===== src/rtl/sbd_digit_serializer.sv =====
// rtl/sbd_digit_serializer.sv - parallel-to-serial 2-bit digit feeder for the sqrt datapath
// Optional leading-zero normalisation: define SBD_SERIALIZER_NORM_EN
module sbd_digit_serializer #(
   parameter int bitlength = 48,
   parameter int cntwidth  = 6
) (
   input  logic                 CLK,
   input  logic                 RST,
   input  logic [bitlength-1:0] PIN,
   input  logic                 LOAD,
   output logic                 BUSY,
   output logic [1:0]           DOUT,
   output logic                 DVALID,
   input  logic                 DREADY,
   output logic                 LAST,
   output logic [cntwidth-1:0]  SKIP
);

`ifdef SBD_SERIALIZER_NORM_EN
   typedef enum logic [1:0] {IDLE = 2'd0, NORM = 2'd1, SEND = 2'd2} state_t;
   localparam state_t first_state = NORM;
`else
   typedef enum logic [1:0] {IDLE = 2'd0, SEND = 2'd2} state_t;
   localparam state_t first_state = SEND;
`endif

   localparam logic [cntwidth-1:0] half = cntwidth'(bitlength / 2);
   localparam logic [cntwidth-1:0] one  = cntwidth'(1);

   state_t                state, nstate;
   logic [bitlength-1:0]  sreg;
   logic [cntwidth-1:0]   cnt;
   logic                  load_acc;
   logic                  xfer;
   logic                  norm_shift;
   logic                  top_zero;

   assign top_zero = (sreg[bitlength-1:bitlength-2] == 2'b00);
   assign load_acc = (state == IDLE) && LOAD;
   assign xfer     = (state == SEND) && DREADY;
`ifdef SBD_SERIALIZER_NORM_EN
   assign norm_shift = (state == NORM) && top_zero && (cnt > one);
`else
   assign norm_shift = 1'b0;
`endif

   always_ff @(posedge CLK or negedge RST) begin
      if (!RST) state <= IDLE;
      else      state <= nstate;
   end

   always_comb begin
      nstate = state;
      case (state)
         IDLE: if (LOAD) nstate = first_state;
`ifdef SBD_SERIALIZER_NORM_EN
         NORM: if (!(top_zero && (cnt > one))) nstate = SEND;
`endif
         SEND: if (DREADY && (cnt == one)) nstate = IDLE;
         default: nstate = IDLE;
      endcase
   end

   // Normalisation and transmission share the same left shift; LOAD wins only in IDLE.
   always_ff @(posedge CLK or negedge RST) begin
      if (!RST) begin
         sreg <= '0;
         cnt  <= '0;
      end else if (load_acc) begin
         sreg <= PIN;
         cnt  <= half;
      end else if (xfer || norm_shift) begin
         sreg <= {sreg[bitlength-3:0], 2'b00};
         cnt  <= cnt - one;
      end
   end

`ifdef SBD_SERIALIZER_NORM_EN
   logic [cntwidth-1:0] skip_q;

   always_ff @(posedge CLK or negedge RST) begin
      if (!RST)            skip_q <= '0;
      else if (load_acc)   skip_q <= '0;
      else if (norm_shift) skip_q <= skip_q + one;
   end
`endif

   always_comb begin
      BUSY   = (state != IDLE);
      DVALID = (state == SEND);
      LAST   = (state == SEND) && (cnt == one);
      DOUT   = sreg[bitlength-1:bitlength-2];
`ifdef SBD_SERIALIZER_NORM_EN
      SKIP   = skip_q;
`else
      SKIP   = '0;
`endif
   end

endmodule


===== config.mk =====
export PLATFORM = sky130hd
export DESIGN_NAME = sbd_digit_serializer
export DESIGN_NICKNAME = d
export VERILOG_FILES = /design/src/rtl/sbd_digit_serializer.sv
export SDC_FILE = /design/constraint.sdc
export NUM_CORES = 1
export LEC_CHECK = 0
export BUFFER_PORTS_ARGS = -buffer_cell sky130_fd_sc_hd__buf_4
export CORE_ASPECT_RATIO = 1.2
export CORE_MARGIN = 2
export CORE_UTILIZATION = 37
export CTS_CLUSTER_SIZE = 10
export DETAILED_ROUTE_END_ITERATION = 10
export HOLD_SLACK_MARGIN = 0.15
export PLACE_DENSITY = 0.59
export SKIP_LAST_GASP = 1
export SLEW_MARGIN = 30
export SYNTH_ARGS = -nofsm -noshare
export SYNTH_HDL_FRONTEND = slang
export SYNTH_SLANG_ARGS = --single-unit

===== constraint.sdc =====
create_clock -name CLK -period 3.8 [get_ports CLK]
set_input_delay 0.76 -clock CLK [delete_from_list [all_inputs] [get_ports CLK]]
set_output_delay 0.76 -clock CLK [all_outputs]
set_load 0.005 [all_outputs]

==> impl_metrics.py <==
metrics = {
    "sta": {
        "worstMarginPinSlew_ps": 897.7,
        "finalCriticalPeriod_ps": 2190,
        "setup_tns_ps": 0,
        "relSlewSlack": 0.4015,
        "fin_worst_skew_ps": 10.04,
        "setup_violations": 0,
        "final_max_slew_viol_count": 0,
        "rsz0062_at_grt": "no",
        "hold_viol_final": 0,
        "finalWorstSetupSlack_ps": 1610,
        "fin_crit_sh": 0.5763,
        "fmax_ghz": 0.4566,
    },
    "logic_synthesis": {
        "synth_seq_area_share": 0.5519,
        "synth_cell_types": 25,
        "netlist_area_mm2": 0.002494,
        "netlist_instances": 251,
        "syn_avg_cell_area_um2": 9.935,
        "ys_ff_latch": 55,
        "yosysWarnings": 0,
    },
    "clock_network": {
        "cts.htree.levels": 2,
        "hold_buffers": 0,
        "cts_tree": "yes",
        "cts_root_buf": "clkbuf_8",
        "cts_resized": 0,
        "cts_setup_buffers": 0,
        "clk_path_buf_depth": 2,
        "clk_pin_slew_ps": 100,
        "numCtsBuffers": 5,
        "clkSinkCount": 55,
        "clk_latency_ps": 300,
    },
    "detailed_routing": {
        "drc": 0,
        "drtIter0Drc": 153,
        "firstDrtPassIters": 4,
        "wl_um": 5135,
        "vias_per_cell": 4.953,
        "final_antenna_net_count": 0,
        "routedWlPerCell_um": 13.48,
        "vias": 1887,
    },
    "global_route": {
        "grtUsageTotal": 0.1454,
        "grt_pass1_vias": 1817,
        "grt_remaining_overflow": 0,
        "antenna_found_initial": 0,
        "grt_max_degree": 56,
        "grt_pass1_wl_um": 8418,
    },
    "setup_path": {
        "cp-start-kind": "flop",
        "crit_path_end_kind": "primary output",
        "critPathKind": "reg2out",
        "crit_path_start": "cnt[3]$_DFFE_PN0P_",
        "crit_fanout": 4,
        "r2r-start": "state[1]$_DFFE_PN0P_",
        "rrSetupSlack_ps": 1900,
        "arrival_ps": 1430,
        "crit_required_ps": 3040,
    },
    "layout": {
        "drive_gt1_frac": 0.2331,
        "finalInstanceArea_mm2": 0.002987,
        "final_cells": 381,
        "area_growth_pct": 19.77,
        "diodes": 0,
        "nets": 349,
        "fillers": 656,
    },
    "place": {
        "placed_cells": 373,
        "dp_hpwl_um": 3374,
        "post-place-ws_ps": 1605,
        "portBuffers": 56,
        "place_area_mm2": 0.002870,
        "place_congestion": 0.7047,
    },
    "die": {
        "die_height_um": 93.93,
        "core_mm2": 0.006486,
        "io_pins": 63,
        "dieArea_mm2": 0.007415,
        "die_w_um": 78.94,
        "start_util": 0.3845,
        "fp-row-count": 32,
    },
    "power_and_ir_drop": {
        "p_leak_nw": 1.566,
        "power_mw": 1.662,
        "ir_worst_vdd_mv": 0.1830,
        "p_per_area_mw_per_mm2": 556.4,
    },
    "outcome": {
        "status": "completed",
    },
    "run": {
        "cap_violations": 0,
    },
    "hold_path": {
        "worstHoldPathType": "in2async",
    },
}
-- layer usage --
layer / up-vias / track usage / routed length [um]
li1: 931 / - / -
met1: 906 / 0.2042 / 2419
met2: 46 / 0.2272 / 2409
met3: 4 / 0.02788 / 267
met4: 0 / 0.04741 / 38
met5: - / 0 / 0
-- flip-flops by register name (all words and copies together), names as in the netlist --
register and flops:
cnt 6, sreg 48, state 1
-- power breakdown --
group          internal (mW)  switching (mW)  leakage (nW)
Clock                  0.200           0.190        0.0587
Sequential             0.788           0.116         0.728
Combinational          0.180           0.188         0.779
Total                   1.17           0.495          1.57
-- kinds of logic (layout without fill, tap and decap cells) --
| kind of cell | count (synthesis) | count (layout) | synth area share |
|---|---|---|---|
| and+or+nand+nor | 102 | 102 | 0.1626 |
| AOI/OAI and AO/OA | 55 | 55 | 0.1621 |
| DFF | 55 | 55 | 0.5519 |
| buffers and inverters | 30 | 70 | 0.08830 |
| muxes | 5 | 5 | 0.02007 |
| adders and majority gates | 2 | 2 | 0.01003 |
| other | 1 | 6 | 0.001504 |
| xor gates and xnor gates | 1 | 1 | 0.003513 |
-- layout by cell type (no fill, tap or decap), drive strengths merged --
master	n
a211oi	2
a22o	2
a22oi	43
a31o	1
a31oi	1
a41oi	1
and2	1
and4	1
and4bb	1
buf	58
bufinv	1
clkbuf	5
clkinv	1
conb	6
dfrtp	55
ha	2
inv	5
mux2i	5
nand2	92
nand3	1
nor2	3
nor2b	1
nor3	2
o21ai	5
xnor2	1
-- metrics by stage --
stage / util / hold WS (ps)
6_report: 0.4605 / 483.1
5_1_grt: 0.4605 / 504.9
4_1_cts: 0.4605 / 488.6
3_5_place_dp: 0.4425 / 463.4
3_3_place_gp: 0.4425 / 458.2
2_1_floorplan: - / 444.2
-- worst max-delay path, stage by stage (launching register included) --
cell     delay (ps)
dfrtp_1         420
nor3_1          350
and4_1          260
buf_4           110
-- final timing paths --
check	endpoint	cells after the start
worst max-delay path	LAST	3
worst min-delay path	cnt[5]$_DFFE_PN0P_	1
worst max register to register	sreg[22]$_DFFE_PN0P_	3
worst min register to register	sreg[17]$_DFFE_PN0P_	2
max in group asynchronous	sreg[21]$_DFFE_PN0P_	1
min in group CLK	sreg[17]$_DFFE_PN0P_	2
-- final cells by class --
cell class	count	area, um2	area share
sequential	55	1376	0.4608
multi-input combinational	171	937.1	0.3138
timing repair buffer	58	435.4	0.1458
tap	85	106.4	0.03561
clock buffer	5	68.82	0.02304
clock inverter	3	47.55	0.01592
inverter	4	15.01	0.005027
-- cells in the mapped netlist, drive strengths merged --
library cell | count | share of area
nand2 | 92 | 0.14
a41oi | 1 | 0.0035
nor2b | 1 | 0.0025
nor2 | 3 | 0.0045
and2 | 1 | 0.0025
nor3 | 2 | 0.0040
dfrtp | 55 | 0.55
a31o | 1 | 0.0035
a31oi | 1 | 0.0025
xnor2 | 1 | 0.0035
and4 | 1 | 0.0035
a22o | 2 | 0.0070
ha | 2 | 0.010
and4bb | 1 | 0.0050
inv | 4 | 0.0060
a22oi | 43 | 0.13
o21ai | 5 | 0.010
conb | 1 | 0.0015
buf | 26 | 0.082
a211oi | 2 | 0.0060
mux2i | 5 | 0.020
nand3 | 1 | 0.0020
No activity file was read; power rests on OpenSTA's default activity.
